<file path="config.mk">
export PLATFORM = sky130hd
export DESIGN_NAME = fht_unload_flat
export DESIGN_NICKNAME = d
export VERILOG_FILES = /design/src/rtl/fht_unload_pkg.sv /design/src/rtl/fht_unload_if.sv /design/src/rtl/fht_unload_line.sv /design/src/rtl/fht_unload.sv /design/src/flat_wrapper.sv
export SDC_FILE = /design/constraint.sdc
export NUM_CORES = 1
export LEC_CHECK = 0
export ABC_CLOCK_PERIOD_IN_PS = 3100
export CAP_MARGIN = 20
export CORE_MARGIN = 2
export CORE_UTILIZATION = 50
export CTS_CLUSTER_DIAMETER = 200
export CTS_CLUSTER_SIZE = 10
export DETAILED_ROUTE_END_ITERATION = 12
export PLACE_DENSITY = 0.77
export SLEW_MARGIN = 0
export SYNTH_ARGS = -nofsm -noshare
export SYNTH_HDL_FRONTEND = slang
export SYNTH_HIERARCHICAL = 1
export SYNTH_SLANG_ARGS = --single-unit
</file>
<file path="constraint.sdc">
create_clock -name iCLK -period 3.1 [get_ports iCLK]
set_input_delay 0.31 -clock iCLK [delete_from_list [all_inputs] [get_ports iCLK]]
set_output_delay 0.31 -clock iCLK [all_outputs]
set_load 0.01 [all_outputs]
</file>
<file path="src/rtl/fht_unload_pkg.sv">
// fht_unload shared definitions: size defaults, derived widths, FSM states.
package fht_unload_pkg;

  localparam int D_BIT_DEF = 17;
  localparam int A_BIT_DEF = 8;

  // Number of result points held across the four banks.
  function automatic int n_points(input int a_bit);
    return 4 << a_bit;
  endfunction

  // Point index width: bank address plus the 2-bit bank number.
  function automatic int idx_width(input int a_bit);
    return a_bit + 2;
  endfunction

  typedef enum logic [1:0] {
    ST_IDLE  = 2'd0,
    ST_FETCH = 2'd1,
    ST_EMIT  = 2'd2
  } state_e;

endpackage

</file>
<file path="src/rtl/fht_unload_if.sv">
// Result stream of the FHT unloader: one point per beat, valid/ready handshake.
interface fht_unload_if import fht_unload_pkg::*; #(
  parameter int D_BIT = D_BIT_DEF,
  parameter int A_BIT = A_BIT_DEF
);
  logic [D_BIT-1:0]            data;
  logic [idx_width(A_BIT)-1:0] index;
  logic                        valid;
  logic                        ready;
  logic                        last;

  modport master (output data, index, valid, last, input ready);
  modport slave  (input data, index, valid, last, output ready);
endinterface

</file>
<file path="src/rtl/fht_unload_line.sv">
// Ping-pong pair of 4-word line registers feeding the result stream.
// FHT_UNLOAD_ABS_EN: store saturated |x| at capture instead of the raw point.
module fht_unload_line import fht_unload_pkg::*; #(
  parameter int D_BIT = D_BIT_DEF,
  parameter int A_BIT = A_BIT_DEF
) (
  input  logic                        clk,
  input  logic                        rst_n,
  input  logic                        clr,
  input  logic                        cap,
  input  logic [3:0][D_BIT-1:0]       cap_data,
  input  logic                        ready,
  output logic [D_BIT-1:0]            data,
  output logic [idx_width(A_BIT)-1:0] index,
  output logic                        valid,
  output logic                        last,
  output logic [1:0]                  occ,
  output logic                        freeing
);
  logic [1:0][3:0][D_BIT-1:0] line_q, line_d;
  logic [1:0][A_BIT-1:0]      laddr_q, laddr_d;
  logic [1:0]                 lvld_q, lvld_d;
  logic                       rd_ptr_q, rd_ptr_d, wr_ptr_q, wr_ptr_d;
  logic [1:0]                 bsel_q, bsel_d;
  logic [A_BIT-1:0]           wcnt_q, wcnt_d;
  logic [3:0][D_BIT-1:0]      cap_w;
  logic                       fire;

`ifdef FHT_UNLOAD_ABS_EN
  localparam logic [D_BIT-1:0] DMIN = {1'b1, {(D_BIT-1){1'b0}}};
  localparam logic [D_BIT-1:0] DMAX = {1'b0, {(D_BIT-1){1'b1}}};
  // Magnitude per bank; the most negative value saturates to the max positive.
  always_comb begin
    for (int k = 0; k < 4; k++) begin
      cap_w[k] = cap_data[k];
      if (cap_data[k][D_BIT-1])
        cap_w[k] = (cap_data[k] == DMIN) ? DMAX : -cap_data[k];
    end
  end
`else
  assign cap_w = cap_data;
`endif

  assign valid   = lvld_q[rd_ptr_q];
  assign data    = line_q[rd_ptr_q][bsel_q];
  assign index   = {laddr_q[rd_ptr_q], bsel_q};
  assign last    = valid & (&index);  // index N-1 is all ones
  assign fire    = valid & ready;
  assign freeing = fire & (bsel_q == 2'd3);
  assign occ     = {1'b0, lvld_q[0]} + {1'b0, lvld_q[1]};

  // Beat select / line retire, and capture into the free line.
  always_comb begin
    line_d   = line_q;
    laddr_d  = laddr_q;
    lvld_d   = lvld_q;
    rd_ptr_d = rd_ptr_q;
    wr_ptr_d = wr_ptr_q;
    bsel_d   = bsel_q;
    wcnt_d   = wcnt_q;
    if (clr) begin
      lvld_d   = '0;
      rd_ptr_d = 1'b0;
      wr_ptr_d = 1'b0;
      bsel_d   = '0;
      wcnt_d   = '0;
    end else begin
      if (freeing) begin
        lvld_d[rd_ptr_q] = 1'b0;
        rd_ptr_d         = ~rd_ptr_q;
        bsel_d           = '0;
      end else if (fire) begin
        bsel_d = bsel_q + 2'd1;
      end
      // Lines are captured in address order, so a counter tags them.
      if (cap) begin
        line_d[wr_ptr_q]  = cap_w;
        laddr_d[wr_ptr_q] = wcnt_q;
        lvld_d[wr_ptr_q]  = 1'b1;
        wr_ptr_d          = ~wr_ptr_q;
        wcnt_d            = wcnt_q + A_BIT'(1);
      end
    end
  end

  // Line state registers.
  always_ff @(posedge clk or negedge rst_n) begin
    if (!rst_n) begin
      line_q   <= '0;
      laddr_q  <= '0;
      lvld_q   <= '0;
      rd_ptr_q <= 1'b0;
      wr_ptr_q <= 1'b0;
      bsel_q   <= '0;
      wcnt_q   <= '0;
    end else begin
      line_q   <= line_d;
      laddr_q  <= laddr_d;
      lvld_q   <= lvld_d;
      rd_ptr_q <= rd_ptr_d;
      wr_ptr_q <= wr_ptr_d;
      bsel_q   <= bsel_d;
      wcnt_q   <= wcnt_d;
    end
  end
endmodule

</file>
<file path="src/rtl/fht_unload.sv">
// FHT result unloader: on the rising edge of iRDY read all four banks line by
// line and serialise the points in index order. Optional FHT_UNLOAD_ABS_EN
// turns the stream into saturated magnitudes.
module fht_unload import fht_unload_pkg::*; #(
  parameter int D_BIT = D_BIT_DEF,
  parameter int A_BIT = A_BIT_DEF
) (
  input  logic             iCLK,
  input  logic             iRESET,
  input  logic             iRDY,
  output logic [A_BIT-1:0] oADDR_RD,
  input  logic [D_BIT-1:0] iDATA_0,
  input  logic [D_BIT-1:0] iDATA_1,
  input  logic [D_BIT-1:0] iDATA_2,
  input  logic [D_BIT-1:0] iDATA_3,
  output logic             oBUSY,
  output logic             oABORT,
  fht_unload_if.master     st
);
  localparam logic [A_BIT:0] LINES = {1'b1, {A_BIT{1'b0}}};

  state_e           state_q, state_d;
  logic             rdy_q, rdy_d;
  logic [A_BIT-1:0] addr_q, addr_d;
  logic [A_BIT:0]   nxt_q, nxt_d;       // next line address to issue
  logic [1:0]       vld_pipe_q, vld_pipe_d; // read in flight: issued, RAM sampled
  logic             busy_q, busy_d, abort_q, abort_d;
  logic             start, abort, done, cap, clr, can_issue;
  logic             l_valid, l_last, l_free;
  logic [1:0]       occ;
  logic [2:0]       used;

  fht_unload_line #(.D_BIT(D_BIT), .A_BIT(A_BIT)) u_line (
    .clk      (iCLK),
    .rst_n    (iRESET),
    .clr      (clr),
    .cap      (cap),
    .cap_data ({iDATA_3, iDATA_2, iDATA_1, iDATA_0}),
    .ready    (st.ready),
    .data     (st.data),
    .index    (st.index),
    .valid    (l_valid),
    .last     (l_last),
    .occ      (occ),
    .freeing  (l_free)
  );

  assign st.valid = l_valid;
  assign st.last  = l_last;
  assign oADDR_RD = addr_q;
  assign oBUSY    = busy_q;
  assign oABORT   = abort_q;

  // Sequencing: edge detect, read issue gated on line credits, abort.
  always_comb begin
    start     = iRDY & ~rdy_q;
    abort     = (state_q != ST_IDLE) & ~iRDY;
    done      = (state_q == ST_EMIT) & l_valid & st.ready & l_last;
    // Lines held plus reads in flight; a line retiring this edge frees a slot.
    used      = {1'b0, occ} + {2'b0, vld_pipe_q[0]} + {2'b0, vld_pipe_q[1]};
    can_issue = (state_q != ST_IDLE) & (nxt_q != LINES) &
                (used < (3'd2 + {2'b0, l_free}));
    cap       = vld_pipe_q[1] & ~abort;
    clr       = abort | done;

    state_d    = state_q;
    rdy_d      = iRDY;
    addr_d     = addr_q;
    nxt_d      = nxt_q;
    vld_pipe_d = {vld_pipe_q[0], 1'b0};
    busy_d     = busy_q;
    abort_d    = 1'b0;

    if (can_issue) begin
      addr_d        = nxt_q[A_BIT-1:0];
      nxt_d         = nxt_q + {{A_BIT{1'b0}}, 1'b1};
      vld_pipe_d[0] = 1'b1;
    end

    case (state_q)
      ST_IDLE: if (start) begin
        state_d       = ST_FETCH;
        addr_d        = '0;
        nxt_d         = {{A_BIT{1'b0}}, 1'b1};
        vld_pipe_d[0] = 1'b1;
        busy_d        = 1'b1;
      end
      ST_FETCH: if (vld_pipe_q[1]) state_d = ST_EMIT;
      ST_EMIT: if (done) begin
        state_d = ST_IDLE;
        busy_d  = 1'b0;
        addr_d  = '0;
      end
      default: state_d = ST_IDLE;
    endcase

    // RAM(A) is being overwritten: drop everything in flight.
    if (abort) begin
      state_d    = ST_IDLE;
      busy_d     = 1'b0;
      addr_d     = '0;
      vld_pipe_d = '0;
      abort_d    = 1'b1;
    end
  end

  // FSM and control registers.
  always_ff @(posedge iCLK or negedge iRESET) begin
    if (!iRESET) begin
      state_q    <= ST_IDLE;
      rdy_q      <= 1'b1;
      addr_q     <= '0;
      nxt_q      <= '0;
      vld_pipe_q <= '0;
      busy_q     <= 1'b0;
      abort_q    <= 1'b0;
    end else begin
      state_q    <= state_d;
      rdy_q      <= rdy_d;
      addr_q     <= addr_d;
      nxt_q      <= nxt_d;
      vld_pipe_q <= vld_pipe_d;
      busy_q     <= busy_d;
      abort_q    <= abort_d;
    end
  end
endmodule

</file>
<file path="src/flat_wrapper.sv">
// flat-port wrapper written by rule: the top's interface ports become plain ports
module fht_unload_flat import fht_unload_pkg::*;
#(
  parameter int D_BIT = D_BIT_DEF,
  parameter int A_BIT = A_BIT_DEF
)
  (iCLK, iRESET, iRDY, oADDR_RD, iDATA_0, iDATA_1, iDATA_2, iDATA_3, oBUSY, oABORT, st_data, st_index, st_valid, st_last, st_ready);
  fht_unload_if #(.D_BIT(D_BIT), .A_BIT(A_BIT)) st_i ();
  input  logic iCLK;
  input  logic iRESET;
  input  logic iRDY;
  output logic [A_BIT-1:0] oADDR_RD;
  input  logic [D_BIT-1:0] iDATA_0;
  input  logic [D_BIT-1:0] iDATA_1;
  input  logic [D_BIT-1:0] iDATA_2;
  input  logic [D_BIT-1:0] iDATA_3;
  output logic oBUSY;
  output logic oABORT;
  output wire logic [$bits(st_i.data)-1:0] st_data;
  output wire logic [$bits(st_i.index)-1:0] st_index;
  output wire logic [$bits(st_i.valid)-1:0] st_valid;
  output wire logic [$bits(st_i.last)-1:0] st_last;
  input wire logic [$bits(st_i.ready)-1:0] st_ready;
  assign st_data = st_i.data;
  assign st_index = st_i.index;
  assign st_valid = st_i.valid;
  assign st_last = st_i.last;
  assign st_i.ready = st_ready;
  fht_unload #(.D_BIT(D_BIT), .A_BIT(A_BIT)) u_core (.iCLK(iCLK), .iRESET(iRESET), .iRDY(iRDY), .oADDR_RD(oADDR_RD), .iDATA_0(iDATA_0), .iDATA_1(iDATA_1), .iDATA_2(iDATA_2), .iDATA_3(iDATA_3), .oBUSY(oBUSY), .oABORT(oABORT), .st(st_i));
endmodule
</file>
==> results of run 1 <==
-- metrics by stage --
step | utilization [%] | hold WS (ps)
2_1_floorplan | - | 14.41
3_3_place_gp | 58.59 | 443.3
3_5_place_dp | 58.59 | 465.7
4_1_cts | 61.90 | 14.12
5_1_grt | 61.92 | 31.61
6_report | 61.92 | -30.14
-- state kept, by name (all words and copies together) (netlist names), 2 cells and up --
register,flops
u_core/state_q,2
u_core/u_line/line_q,136
u_core/vld_pipe_q,2
u_core/u_line/lvld_q,2
u_core/oADDR_RD,8
u_core/nxt_q,9
u_core/u_line/bsel_q,2
u_core/u_line/wcnt_q,8
u_core/u_line/laddr_q,16
-- cell usage in the layout (no fill, tap or decap), types with 5 or more instances in the layout --
cell               n
mux2i_1            7
or3_1              5
mux2_2           175
mux4_1            28
dfrtp_1          187
clkbuf_16         17
nand2_1           34
clkinv_2           5
nand3_1            8
nor2_1            12
nand4_1            8
buf_4             12
inv_1             10
clkdlybuf4s50_1  109
mux4_2             6
o21ai_0            9
a21oi_1           18
ha_1               6
-- kinds of logic after synthesis --
| family | after synthesis |
|---|---|
| adders and majority gates | 7 |
| and+or+nand+nor | 88 |
| AOI/OAI and AO/OA | 36 |
| xor gates and xnor gates | 5 |
| muxes | 216 |
| DFF | 190 |
| buffers and inverters | 43 |
-- power by group through the flow --
| stage | combinational (W) | clock [W] | sequential, W |
|---|---|---|---|
| 6_report | 0.00400 | 0.00206 | 0.00412 |
| 5_1_grt | 0.00434 | 0.00224 | 0.00426 |
| 4_1_cts | 0.00407 | 0.00212 | 0.00413 |
| 3_5_place_dp | 0.00405 | 0 | 0.00417 |
| 3_3_place_gp | 0.00391 | 0 | 0.00407 |
| 2_1_floorplan | 0.00282 | 0 | 0.00395 |
-- metal layers --
metal	vias up	GRT usage [%]	share of wire [%]
met5	-	0	0
met4	0	6.713	1.2
met3	17	4.996	4.8
met2	122	36.35	53
met1	2738	24.88	41
li1	2399	-	-
-- cells in the mapped netlist (4+ instances only) --
| master | n |
|---|---|
| nand4_1 | 8 |
| ha_1 | 6 |
| mux2i_1 | 7 |
| dfrtp_1 | 189 |
| nand3_1 | 8 |
| mux4_1 | 28 |
| mux2_2 | 175 |
| or3_1 | 5 |
| mux4_2 | 6 |
| buf_2 | 17 |
| nor2b_1 | 4 |
| nor2_1 | 12 |
| nand2_1 | 34 |
| inv_1 | 10 |
| a21oi_1 | 18 |
| buf_4 | 6 |
| o21ai_0 | 9 |
| buf_6 | 7 |
-- area by class of cell --
cell class / instances / area (um^2)
Clock inverter: 13 / 115.1
Timing Repair Buffer: 126 / 1266
Clock buffer: 19 / 452.9
Tap cell: 225 / 281.5
Sequential cell: 190 / 4758
Fill cell: 1295 / 6541
Multi-Input combinational cell: 352 / 3724
Inverter: 10 / 37.54
-- worst max-delay path, stage by stage (launching register included) --
cell and delay (ps):
dfrtp_2 500, buf_6 310, mux4_1 640, mux2_2 280, clkdlybuf4s50_1 480
-- repair_timing --
action / in CTS / in global routing
resized for setup: 0 / 1
setup buffers: 0 / 0
endpoints found under the setup margin: 0 / 10
hold buffers: 0 / 0
-- worst max-delay path by stage --
stage / start / slack [ps] / to
after CTS: u_core/u_line/rd_ptr_q / 0.9 / st_data[6]
after detailed placement: u_core/u_line/lvld_q[1] / 380 / u_core/nxt_q[7]
after global placement: u_core/u_line/lvld_q[0] / 430 / u_core/nxt_q[7]
after global routing: u_core/u_line/rd_ptr_q / 30 / st_data[6]
final: u_core/u_line/rd_ptr_q / 140 / st_data[6]
after floorplan: u_core/u_line/rd_ptr_q / 70 / u_core/u_line/line_q[100]
==> run_results.csv, run 1 <==
group,metric,value,unit
die,core_area,17180,um^2
placed_design,post_dp_cell_area,10060,um^2
yosys,syn_inst,585,
power_and_ir_drop,seqPwrFrac,40.5,%
power_and_ir_drop,comb_power_share,39.3,%
timing,holdWs,-30.14,ps
timing,max_freq,0.3384,GHz
power_and_ir_drop,intPower,0.007146,W
yosys,yosys.area.top_type,"dfrtp_1",
hold_path,min_path_type,"in -> async",
timing,rsz0062_at_grt,"false",
power_and_ir_drop,sw_frac_of_total,29.87,%
die,start_util,50.83,%
yosys,async_flop_share,100.0,%
setup_path,cp.required,2790,ps
drt,viasPerCell,5.643,
yosys,synth-seq-cells,190,
timing,final.setup.worst_slack,144.6,ps
power_and_ir_drop,ir_drop,0.5276,mV
yosys,synth_top_area_share,54.17,%
die,io_pins,111,
yosys,yosysSeqAreaShare,54.47,%
setup_path,critical_path.startpoint_type,"flip-flop",
power_and_ir_drop,power-per-cell-area,958.1,nW/um^2
timing,finalSetupTns,0,ps
yosys,synth_fp_nets,664,
layout,diodes,0,
clocking,clk_path_buf_depth,2,
yosys,synth-edff-count,0,
timing,skew,6.087,ps
drt,vias,5276,
layout,final_nets,776,
layout,fin_cells,935,
grt,grt_start_max_net_pins,103,
drt,routed_wl,17.89,mm
timing,setup_viol_count_final,0,
setup_path,ff2ff_setup_slack,360,ps
timing,worstMarginPinSlew,842.9,ps
layout,layout-drive-gt1-share,33.24,%
placed_design,dp_hpwl,12.05,mm
drt,drc,0,
timing,finalCritPeriodShare,95.33,%
die,die_w,136.1,um
grt,grt_pass1_wl,29.25,mm
setup_path,timing.rr.end,"u_core/nxt_q[7]",
clocking,cts_sinks,190,
grt,antenna_found_initial,0,
yosys,synthMuxAreaShare,33.35,%
setup_path,cp_max_fo,20,
layout,area_delta_synth_final,21.81,%
grt,grt_pass1_vias,5790,
yosys,synth_area,8731,um^2
outcome,violations,"negative hold slack",
drt,ant_nets,0,
yosys,ys_types,42,
placed_design,portBuffers,110,
run,drv_cap,0,
clocking,path_clk_slew,70,ps
yosys,ys.flop_type,"dfrtp_1",
timing,relSlewSlack,43.81,%
setup_path,rr_worst_depth,9,
power_and_ir_drop,clkPwrFrac,20.3,%
setup_path,arrival,2650,ps
setup_path,crit_path_end_kind,"primary output",
timing,min_period,2955,ps
timing,finalHoldViolCount,23,
power_and_ir_drop,p_leak,4.549,nW
die,rows,48,
clocking,cts_htree_levels,4,
timing,drv_slew,0,
setup_path,r2r_start,"u_core/u_line/lvld_q[0]",
clocking,cts_buffers,17,
drt,wire_per_inst,19.13,um
yosys,synth_top_family_by_area,"multiplexers",
layout,fin_area,10640,um^2
die,dieHeight,136.1,um
placed_design,placedCellCount,903,
yosys,synth-simple-area-share,5.159,%
placed_design,dpl_worst_slack,385.0,ps
yosys,yosys-top-cells-area,"dfrtp_1 (54%), mux2_2 (23%), mux4_1 (8.4%)",
yosys,synth-compound-area-share,2.479,%
clocking,cts_tree,"yes",
yosys,synth_warnings,6,
drt,drtPass1Iterations,5,
grt,grt_usage,20.61,%
die,die_area,18530,um^2
setup_path,crit_type,"reg -> out",
clocking,clk_latency,420,ps
placed_design,gp_congestion,0.7981,
power_and_ir_drop,p_switching,0.003044,W
outcome,status,"finished with violations",
yosys,synth_xor_xnor_area_share,0.5016,%
clocking,clockRootBuffer,"clkbuf_16",
yosys,avgSynthCellArea,14.92,um^2
yosys,synthAdderAreaFrac,1.089,%
power_and_ir_drop,fin_total_pwr,0.01019,W
drt,first_iter_violations,278,
grt,gr-total-overflow,0,
Power figures use the tool's default switching activity.
==> run 2: changes to the inputs <==
--- a/config.mk
+++ b/config.mk
@@ -5,6 +5,7 @@
 export SDC_FILE = /design/constraint.sdc
 export NUM_CORES = 1
 export LEC_CHECK = 0
+export ABC_AREA = 1
 export ABC_CLOCK_PERIOD_IN_PS = 3100
 export CAP_MARGIN = 20
 export CORE_MARGIN = 2
==> run 2 against run 1 <==
The flow now finishes without violations; wire length increased by 17%; first-iteration DRC count rose to 3.0 times the previous value; maximum frequency decreased by 0.71%; synthesized cell count grew 95%; clock skew grew 1.4 ps; power increased by 8.2%; critical path type unchanged; largest cell class unchanged.
==> run_results.csv, run 2 <==
group,metric,value,unit
outcome,status,"finished clean",
setup_path,arrival,2670,ps
layout,multi_input_area,3413,um^2
setup_path,timing.rr.end,"u_core/u_line/line_q[45]",
timing,min_period,2977,ps
drt,drt-met1-wl,9.819,mm
hold_path,min_path_type,"in -> reg",
placed_design,dp_hpwl,13.80,mm
clocking,clk_path_buf_depth,2,
clocking,cts_buffers,17,
yosys,yosysMostFrequentCell,"nand2_1",
die,rows,49,
setup_path,worstPathCellList,"inv_2 > buf_12 > nor2_1 > o21ai_0 > nand2_1 > nand2_1 > clkdlybuf4s50_1",
setup_path,cp.required,2790,ps
yosys,synth-seq-cells,190,
yosys,synth_warnings,6,
timing,finalSetupTns,0,ps
setup_path,cp_max_fo,68,
die,io_pins,111,
layout,top_register,"u_core/u_line/line_q",
yosys,yosys.area.top_type,"dfrtp_1",
timing,relSlewSlack,44.22,%
setup_path,worst_path_most_repeated_cell,"nand2_1",
power_and_ir_drop,power-per-cell-area,1018,nW/um^2
setup_path,cp_top_family,"buffers and inverters",
layout,layout-drive-gt1-share,5.195,%
die,core_area,17840,um^2
clocking,cts_tree,"yes",
timing,drv_slew,0,
drt,maxUsedRoutingLayer,"met4",
clocking,postCtsSetupRepairBufs,0,
placed_design,portBuffers,110,
yosys,async_flop_share,100.0,%
clocking,cts_sinks,190,
run,drv_cap,0,
placed_design,dpl_worst_slack,511.0,ps
grt,antenna_found_initial,0,
layout,top_regs,"u_core/u_line/line_q x136, u_core/u_line/laddr_q x16, u_core/nxt_q x9",
grt,gr-total-overflow,0,
timing,setup_viol_count_final,0,
layout,final_cell_mix,"nand2_1 (293), dfrtp_1 (187), nor2_1 (151)",
setup_path,r2r_start,"u_core/u_line/rd_ptr_q",
yosys,ys.flop_type,"dfrtp_1",
setup_path,crit_type,"reg -> out",
yosys,ys_types,31,
yosys,yosysSeqAreaShare,52.80,%
setup_path,crit_path_end_kind,"primary output",
layout,diodes,0,
timing,skew,7.516,ps
drt,wl_met2,9.608,mm
die,die_w,138.2,um
layout,largest_register_ffs,136,
setup_path,critPathMaxStageDelay,550,ps
drt,vias,7548,
drt,ant_nets,0,
drt,drtPass1Iterations,6,
drt,dr_wl_met3,1.058,mm
yosys,avgSynthCellArea,7.894,um^2
drt,viasPerCell,5.166,
grt,grt_usage,22.63,%
drt,first_iter_violations,829,
yosys,ys_top_cells_by_count,"nand2_1 (293), dfrtp_1 (189), nor2_1 (151), o21ai_1 (149), o21ai_0 (122)",
yosys,synth_fp_nets,1220,
layout,fin_area,10840,um^2
layout,ff_latch_area,4758,um^2
yosys,synth_area,9007,um^2
yosys,synth_top_area_share,52.51,%
timing,holdWs,390.9,ps
placed_design,post_dp_cell_area,10210,um^2
grt,grt_pass1_vias,7013,
placed_design,gp_congestion,0.8098,
setup_path,critPathBufInv,3,
timing,rsz0062_at_grt,"false",
yosys,synth-edff-count,0,
die,start_util,50.49,%
layout,final_common_cell,"nand2_1",
timing,finalHoldViolCount,0,
yosys,syn_inst,1141,
timing,final.setup.worst_slack,123.5,ps
clocking,clk_latency,430,ps
die,dieHeight,138.2,um
timing,max_freq,0.3360,GHz
power_and_ir_drop,p_leak,5.324,nW
drt,wire_per_inst,14.39,um
grt,grt_start_max_net_pins,91,
timing,worstMarginPinSlew,836.7,ps
yosys,yosys-top-cells-area,"dfrtp_1 (53%), nand2_1 (12%), o21ai_1 (8.3%)",
setup_path,cp.depth,7,
setup_path,critical_path.startpoint_type,"flip-flop",
power_and_ir_drop,ir_drop,0.4830,mV
setup_path,worstSetupStartpoint,"u_core/u_line/rd_ptr_q",
drt,routed_wl,21.02,mm
setup_path,critPathSlowestCell,"clkdlybuf4s50_1",
setup_path,ff2ff_setup_slack,510,ps
setup_path,crit_end,"st_data[10]",
clocking,cts_htree_levels,4,
clocking,path_clk_slew,60,ps
layout,final_nets,1300,
grt,grt_pass1_wl,35.47,mm
die,die_area,19100,um^2
setup_path,rr_worst_depth,14,
clocking,clockRootBuffer,"clkbuf_16",
layout,fillers,1563,
drt,drc,0,
layout,area_delta_synth_final,20.34,%
timing,finalCritPeriodShare,96.02,%
[run 2: what timing repair did]
action | CTS | global route
hold buffers | 1 | 0
gates resized for setup | 0 | 1
hold endpoints to repair | 26 | 0
endpoints found under the setup margin | 0 | 1
[run 2: metrics by stage]
step           power, W  std cells  util, %
2_1_floorplan  0.007004       1141        -
3_3_place_gp   0.008605       1430    57.22
3_5_place_dp   0.008755       1430    57.22
4_1_cts         0.01110       1461    60.75
5_1_grt         0.01191       1461    60.75
6_report        0.01103       1461    60.75
[run 2: final cells by class]
| class | count | area share, % |
|---|---|---|
| Sequential cell | 190 | 43.90 |
| Multi-Input combinational cell | 768 | 31.49 |
| Timing Repair Buffer | 124 | 12.09 |
| Clock buffer | 20 | 4.213 |
| Inverter | 120 | 4.156 |
| Tap cell | 229 | 2.643 |
| Clock inverter | 10 | 1.512 |
[run 2: kinds of logic (layout without fill, tap and decap cells)]
family / after synthesis / after routing / synth area share, %
DFF: 190 / 190 / 52.80
adders and majority gates: 7 / 7 / 1.056
AOI/OAI and AO/OA: 282 / 282 / 15.81
and+or+nand+nor: 479 / 479 / 21.03
buffers and inverters: 183 / 274 / 9.307
[run 2: report_power, final]
part           switching (W)  internal (W)  total, W
Combinational        0.00280       0.00192   0.00472
Clock               0.000909       0.00139   0.00229
Sequential          0.000557       0.00345   0.00401
[run 2: worst min path at each step]
stage	end	startpoint	cells after the start	slack [ps]
3_3_place_gp	u_core/oADDR_RD[3]	iRESET	1	450
5_1_grt	u_core/rdy_q	iRDY	1	410
4_1_cts	u_core/rdy_q	iRDY	1	380
6_report	u_core/rdy_q	iRDY	1	390
2_1_floorplan	u_core/nxt_q[0]	iRESET	0	10
3_5_place_dp	u_core/nxt_q[3]	iRESET	1	450
[run 2: layer usage]
| metal | track usage (%) | vias to the layer above |
|---|---|---|
| met5 | 0 | - |
| met2 | 33.12 | 222 |
| li1 | - | 3769 |
| met3 | 4.087 | 32 |
| met4 | 8.002 | 0 |
| met1 | 34.07 | 3525 |
[run 2: worst reg2reg max path: cells and delay by family (launching register included)]
family	cells	cell delay (ps)
AO/OA/AOI/OAI	2	230
buffers and inverters	2	510
flip-flops	1	540
AND/OR/NAND/NOR	10	1230
==> run 3: changes to the inputs <==
--- a/config.mk
+++ b/config.mk
@@ -8,12 +8,14 @@
 export ABC_AREA = 1
 export ABC_CLOCK_PERIOD_IN_PS = 3100
 export CAP_MARGIN = 20
+export CORE_ASPECT_RATIO = 1.4
 export CORE_MARGIN = 2
 export CORE_UTILIZATION = 50
 export CTS_CLUSTER_DIAMETER = 200
 export CTS_CLUSTER_SIZE = 10
 export DETAILED_ROUTE_END_ITERATION = 12
-export PLACE_DENSITY = 0.77
+export PLACE_DENSITY = 0.73
+export SETUP_SLACK_MARGIN = 0.2
 export SLEW_MARGIN = 0
 export SYNTH_ARGS = -nofsm -noshare
 export SYNTH_HDL_FRONTEND = slang
==> run 3 against run 2 <==
Clock skew increased by 3.3 ps; core utilization grew 1.2 points; critical path depth unchanged; sequential power is essentially flat; combinational power rose by 4.4%; largest power group unchanged; final cell count up 1.4%; largest cell class unchanged.
==> run_results.csv, run 3 (synthesis results as in run 2) <==
group,metric,value,unit
die,die_w,117.4,um
layout,largest_register_ffs,136,
layout,diodes,0,
setup_path,crit_type,"reg -> out",
setup_path,cp.required,2790,ps
timing,finalHoldViolCount,0,
die,core_area,17780,um^2
clocking,cts_sinks,190,
die,rows,58,
hold_path,min_path_type,"in -> async",
timing,min_period,2799,ps
timing,rsz0062_at_grt,"true",
clocking,path_clk_slew,60,ps
timing,drv_slew,0,
drt,first_iter_violations,612,
layout,fillers,1560,
clocking,cts_tree,"yes",
layout,final_common_cell,"nand2_1",
die,io_pins,111,
drt,routed_wl,22.07,mm
outcome,status,"finished clean",
grt,grt_start_max_net_pins,73,
timing,finalCritPeriodShare,90.30,%
power_and_ir_drop,power-per-cell-area,1031,nW/um^2
clocking,cts_htree_levels,4,
power_and_ir_drop,p_leak,5.410,nW
clocking,clockRootBuffer,"clkbuf_16",
power_and_ir_drop,fin_total_pwr,0.01135,W
timing,finalSetupTns,0,ps
placed_design,portBuffers,110,
run,drv_cap,0,
timing,worstMarginPinSlew,541.6,ps
timing,setup_viol_count_final,0,
die,start_util,50.66,%
layout,layout-drive-gt1-share,5.882,%
clocking,clk_latency,440,ps
timing,skew,10.79,ps
drt,drc,0,
grt,grt_pass1_vias,7312,
timing,relSlewSlack,63.89,%
setup_path,arrival,2490,ps
power_and_ir_drop,ir_drop,0.7679,mV
layout,top_register,"u_core/u_line/line_q",
drt,drtPass1Iterations,5,
layout,final_cell_mix,"nand2_1 (293), dfrtp_1 (187), nor2_1 (151)",
layout,area_delta_synth_final,22.24,%
setup_path,critical_path.startpoint_type,"flip-flop",
placed_design,gp_congestion,0.8121,
layout,final_nets,1308,
timing,max_freq,0.3572,GHz
grt,grt_pass1_wl,36.37,mm
die,die_area,19120,um^2
grt,gr-total-overflow,0,
setup_path,crit_path_end_kind,"primary output",
drt,ant_nets,0,
drt,vias,7636,
drt,viasPerCell,5.156,
setup_path,cp_max_fo,30,
layout,top_regs,"u_core/u_line/line_q x136, u_core/u_line/laddr_q x16, u_core/nxt_q x9",
clocking,cts_buffers,17,
clocking,clk_path_buf_depth,2,
grt,antenna_found_initial,0,
die,dieHeight,162.8,um
placed_design,dp_hpwl,14.64,mm
grt,grt_usage,23.98,%
drt,wire_per_inst,14.90,um
## run 3: changes by cell type in the layout (fill, tap and decap cells not counted), sizes merged
cell	previous run	this run
bufinv	4	5
clkinv	7	3
clkinvlp	1	2
bufbuf	0	1
clkbuf	20	19
buf	14	21
inv	118	122
## run 3: routing by layer
layer	share of wire, %	global-route usage, %	vias to the layer above	wire, um
li1	-	-	3775	-
met1	43	30.67	3594	9466
met2	50	41.79	232	11020
met3	4.9	3.852	35	1088
met4	2.2	7.996	0	490
met5	0	0	-	0
## run 3: per-stage QoR
stage	cell area, um^2	hold slack (ps)	setup slack, ps	utilization, %	std cells
floorplan	9007	14.41	719.6	-	1141
global placement	10280	256.9	399.2	57.85	1446
detailed placement	10280	250.0	406.1	57.85	1446
CTS	11000	368.1	262.7	61.84	1480
global route	11010	404.2	158.4	61.93	1481
finish	11010	352.7	300.8	61.93	1481
## run 3: where the power goes
group          internal [W]  total (W)  leakage [nW]  switching, W
clock network       0.00146    0.00241         0.311      0.000957
logic               0.00204    0.00493          2.67       0.00289
registers           0.00346    0.00400          2.43      0.000545
## run 3: final timing paths
check / startpoint / endpoint / depth (start not counted) / slack (ps)
min reg2reg: u_core/vld_pipe_q[1] / u_core/state_q[0] / 1 / 460
max: u_core/u_line/rd_ptr_q / st_data[7] / 7 / 300
max in group asynchronous: iRESET / u_core/u_line/line_q[111] / 3 / 1850
max reg2reg: u_core/u_line/rd_ptr_q / u_core/u_line/laddr_q[15] / 14 / 400
min in group iCLK: iRDY / u_core/rdy_q / 1 / 390
min: iRESET / u_core/u_line/laddr_q[0] / 2 / 350
## run 3: critical path: stages, from the launching register on
cell	delay (ps)
dfrtp_4	570
inv_6	150
bufbuf_16	340
nor2_1	50
o21ai_0	210
nand2_1	100
nand2_1	90
clkdlybuf4s50_1	540
## run 3: repair_timing
item	in CTS	in global routing
endpoints found under the setup margin	16	10
hold endpoints to repair	39	0
hold buffers	1	0
resized for setup	4	3
setup buffers	1	1
gates cloned	1	0
## run 3: layout make-up
cell class	count	area (um^2)	area share, %
flip-flops and latches	190	4761	43.24
repair buffers	132	1433	13.01
well taps	240	300.3	2.727
multi-input cells	768	3413	31.00
clock inverters	12	205.2	1.864
clock buffers	19	442.9	4.023
inverters	120	455.4	4.136
==> patch 1, RTL diff (config.mk and constraints of run 2) <==
Set the package constant `A_BIT_DEF` to 10 (it was 8).
--- a/src/rtl/fht_unload_pkg.sv
+++ b/src/rtl/fht_unload_pkg.sv
@@ -4,3 +4,3 @@
   localparam int D_BIT_DEF = 17;
-  localparam int A_BIT_DEF = 8;
+  localparam int A_BIT_DEF = 10;
 
Interface: changed (resized oADDR_RD and st_index); port bits go from 111 to 115. No check against the original RTL was run, so the function may have changed too.
==> patch 1 against run 2 <==
  * Wire length grew 10%
  * Sequential cell count rose by 10
  * Final cell count up 3.8%
  * First-iteration DRC count is 22% lower
  * Cell area is 8.5% higher
  * Worst setup slack better by 0.033 ns
  * Via count up 4.9%
  * Die area up 10%
  * Total power is 2.1% higher
  * Area after synthesis increased by 10%
  * Largest power group unchanged
==> patch 1: results (changes against run 2) <==
outcome=completed (unchanged); worst min-delay path class=input pin to register (unchanged); Worst-Margin Slew=0.607 ns (was 0.837 ns); vias per inst=5.22 (was 5.17); via count of the first global-routing pass=7695 (was 7013); Syn Nets=1230 (was 1220); commonest cells in the netlist=nand2_1, dfrtp_1, o21ai_0 (was nand2_1, dfrtp_1, nor2_1); fin crit share=95.0% (was 96.0%); met2 Usage GRT=34.7% (was 33.1%); multiplexer share of the synthesized area=0% (unchanged); IO buf count=114 (was 110); DP HPWL=15600 µm (was 13800 µm); internal power=6.90 mW (was 6.76 mW); largest net degree at the start of global routing=73 (was 91); Post-Synth Adder-Cell Area=0.957% (was 1.06%); syn_area_per_cell=8.63 µm² (was 7.89 µm²); R2R setup slack=0.30 ns (was 0.51 ns); crit-path max FO=31 (was 68); DP Cell Count=1484 (was 1430); synth unique cells=39 (was 31); sequential area share after synthesis=50.4% (was 52.8%); root buf cell=clkbuf_16 (unchanged); gp weighted congestion=0.856 (was 0.810); maximum vdd ir drop=380 µV (was 483 µV); dominant cells by area after synthesis=dfrtp_1, nand2_1, o21ai_2, o21ai_0, nor2_1 (was dfrtp_1, nand2_1, o21ai_1, o21ai_0, nor2_1); routed wire length=23200 µm (was 21000 µm); final net count=1318 (was 1300); detailed router's first-iteration violation count=650 (was 829); leakage=5.60 nW (was 5.32 nW); Filler Cells Inserted=1682 (was 1563); Synth Area in Compound Gates=19.5% (was 15.8%); via count=7919 (was 7548); Fin Clk Skew=0.00995 ns (was 0.00752 ns); layout cells sized above 1=14.7% (was 5.19%); worst-skew pair later-pin latency=0.43 ns (about the same); Pre-antenna DRT Iters=5 (was 6); worst slack, placed=0.413 ns (was 0.511 ns); Min Hold Slack=0.375 ns (was 0.391 ns); placed cell area=11100 µm² (was 10200 µm²); Regs by FF count=u_core/u_line/line_q (136), u_core/u_line/laddr_q (20), u_core/nxt_q (11) (was u_core/u_line/line_q (136), u_core/u_line/laddr_q (16), u_core/nxt_q (9)); first-pass GRT wire length=39000 µm (was 35500 µm); met3 Resource Use GR=4.81% (was 4.09%); Clock transition at path regs=~0.070 ns; WP data arrival=2.63 ns (was 2.67 ns); Post-Synth XOR/XNOR Area=0.176% (was 0%); Tot GR Track Use=22.6% (about the same)
==> patch 1: changes by cell type after synthesis, moves of 11 or more <==
cell | run 2 | this run
o21ai_1 | 149 | 22
o22ai_1 | 0 | 35
o21ai_2 | 1 | 99
buf_6 | 16 | 32
nor2_1 | 151 | 122
clkbuf_1 | 23 | 12
==> patch 1: path summary, 6_finish.rpt <==
kind | from | to
worst max-delay path | u_core/u_line/rd_ptr_q$_DFFE_PN0P_ | st_data[10]
worst min-delay path | iRDY | u_core/rdy_q$_DFF_PN1_
worst max register to register | u_core/u_line/rd_ptr_q$_DFFE_PN0P_ | u_core/u_line/line_q[134]$_DFFE_PN0P_
worst min register to register | u_core/u_line/line_q[114]$_DFFE_PN0P_ | u_core/u_line/line_q[114]$_DFFE_PN0P_
max in group asynchronous | iRESET | u_core/u_line/line_q[120]$_DFFE_PN0P_
min in group asynchronous | iRESET | u_core/nxt_q[7]$_DFF_PN0_
==> patch 1: area by class of cell <==
class | instances | area, µm² | share of cell area (%)
Clock buffer | 22 | 474 | 4.03
Clock inverter | 10 | 141 | 1.20
Inverter | 112 | 423 | 3.59
Multi-Input combinational cell | 774 | 3990 | 33.9
Timing Repair Buffer | 134 | 1400 | 11.9
Tap cell | 265 | 332 | 2.82
Sequential cell | 200 | 5010 | 42.6
==> patch 1: power by group through the flow <==
stage	Clock (mW)	Sequential (mW)	Combinational [mW]
6_report	2.31	4.16	4.78
5_1_grt	2.45	4.28	5.33
4_1_cts	2.35	4.15	4.80
3_5_place_dp	0	4.18	4.77
3_3_place_gp	0	4.16	4.65
2_1_floorplan	0	4.06	3.34
==> patch 1: worst max-delay path, cell delays in order, from the launching register on <==
cell,delay [ns]
dfrtp_2,0.52
inv_4,0.28
buf_6,0.29
o21ai_0,0.13
o22ai_1,0.25
nand2_1,0.10
nand2_1,0.09
clkdlybuf4s50_1,0.53
==> patch 1: repair_timing <==
item | CTS | global route
gates resized for setup | 1 | 4
endpoints found under the setup margin | 4 | 9
hold buffers | 1 | 0
endpoints found under the hold margin | 68 | 0
==> patch 1: logic make-up after synthesis <==
logic type | count (synthesis)
AND/OR/NAND/NOR | 469
buffers and inverters | 177
AO/OA/AOI/OAI | 296
adder cells (fa/ha/maj) | 7
XOR/XNOR | 2
flip-flops | 200
==> patch 1: metal layers <==
metal / vias to the layer above / share of wire [%] / wire [µm]
li1: 3892 / - / -
met3: 26 / 5.2 / 1200
met5: - / 0 / 0
met1: 3772 / 47 / 10800
met2: 229 / 46 / 10600
met4: 0 / 2.1 / 486
==> patch 2, RTL diff (config.mk and constraints of run 2) <==
Made on the original files. Take the reset off `addr_q` and load it in a clocked block of its own.
--- a/src/rtl/fht_unload.sv
+++ b/src/rtl/fht_unload.sv
@@ -111,3 +111,2 @@
       rdy_q      <= 1'b1;
-      addr_q     <= '0;
       nxt_q      <= '0;
@@ -119,3 +118,2 @@
       rdy_q      <= rdy_d;
-      addr_q     <= addr_d;
       nxt_q      <= nxt_d;
@@ -126,2 +124,6 @@
   end
+
+  always_ff @(posedge iCLK) begin
+    addr_q <= addr_d;
+  end
 endmodule
Function: differs if iRESET is asserted again (counterexample within 4 cycles, from zero or initial values and one cycle with iRESET low); with iRESET held inactive, the same outputs for 10 cycles.
==> patch 2 against run 2 <==
  * Wire length increased by 0.41%
  * Cell area decreased by 0.12%
  * Utilization grew 1.4 points
  * Sequential cell count unchanged
  * First-iteration DRC count fell by 13%
  * Total power grew 1.4%
  * Area after synthesis is 0.47% lower
  * Worst setup slack better by 0.0065 ns
==> patch 2: results (changes against run 2) <==
Pre-antenna DRT Iters=5 (was 6); Tot GR Track Use=23.5% (was 22.6%); outcome=completed (unchanged); Worst-Margin Slew=0.606 ns (was 0.837 ns); via count of the first global-routing pass=7177 (was 7013); FF-to-FF path depth=11 (was 14); met2 WL=9930 µm (was 9610 µm); largest net degree at the start of global routing=108 (was 91); worst setup path endpoint=st_data[5] (was st_data[10]); dominant cells by area after synthesis=dfrtp_1, nand2_1, o21ai_1, o21ai_0, nor2_1 (unchanged); detailed router's first-iteration violation count=725 (was 829); CP peak stage delay=0.53 ns (was 0.55 ns); Fin Clk Skew=0.0104 ns (was 0.00752 ns); met2 Usage GRT=36.5% (was 33.1%); Critical path origin=u_core/u_line/bsel_q[0]$_DFFE_PN0P_ (was u_core/u_line/rd_ptr_q$_DFFE_PN0P_); M1 GR Usage=33.2% (was 34.1%); first-pass GRT wire length=35000 µm (was 35500 µm); DP HPWL=13900 µm (was 13800 µm); sequential area share after synthesis=52.6% (was 52.8%); Filler Cells Inserted=1515 (was 1563); Post-synth ARST share=95.8% (was 100%); synth unique cells=35 (was 31); worst slack, placed=0.478 ns (was 0.511 ns); layout cells sized above 1=5.03% (was 5.19%); gp weighted congestion=0.799 (was 0.810); met3 wire length=1210 µm (was 1060 µm); WP data arrival=2.66 ns (was 2.67 ns); maximum vdd ir drop=501 µV (was 483 µV)
==> patch 2: cell count changes after synthesis, moves of 4 or more <==
cell            run 2  this run
nand2_1           293       289
o21ai_1           149       157
o21ai_0           122       116
dfrtp_1           189       181
dfxtp_1             0         8
inv_1             114       121
nor2_1            151       146
==> patch 2: cell families (layout without fill, tap and decap cells) <==
family          after synthesis  in the layout  synth area share (%)
buf+inv                     187            282                  9.55
flops                       190            190                  52.6
compound gates              285            285                  16.1
fa+ha+maj                     7              7                  1.06
simple gates                468            468                  20.7
==> patch 2: power breakdown <==
group          internal (mW)  switching [mW]  total, mW
Sequential              3.46           0.541       4.00
Clock                   1.47           0.938       2.41
Combinational           1.93            2.86       4.79
Total                   6.85            4.34       11.2
==> patch 2: metrics by stage <==
| stage | std cells | hold slack, ns | utilization [%] |
|---|---|---|---|
| floorplan | 1137 | 0.0144 | - |
| global placement | 1424 | 0.338 | 58.3 |
| detailed placement | 1424 | 0.335 | 58.3 |
| CTS | 1457 | 0.379 | 62.1 |
| global route | 1457 | 0.408 | 62.2 |
| finish | 1457 | 0.390 | 62.2 |
==> patch 2: critical path: cells and delay by family (launching register included) <==
kind	cells	cell delay, ns
buffers and inverters	3	1.23
AOI/OAI and AO/OA	2	0.42
DFF	1	0.36
and+or+nand+nor	2	0.21
==> patch 2: repair_timing <==
action,4_1_cts,5_1_grt
resized for setup,0,1
hold buffers,1,0
endpoints found under the hold margin,62,0
setup endpoints to repair,0,11
==> patch 2: layout make-up <==
class | instances | area, µm² | area share [%]
multi-input cells | 760 | 3390 | 31.3
inverters | 124 | 465 | 4.30
flip-flops and latches | 190 | 4720 | 43.6
clock inverters | 11 | 201 | 1.86
repair buffers | 126 | 1320 | 12.2
well taps | 225 | 282 | 2.60
clock buffers | 21 | 450 | 4.16
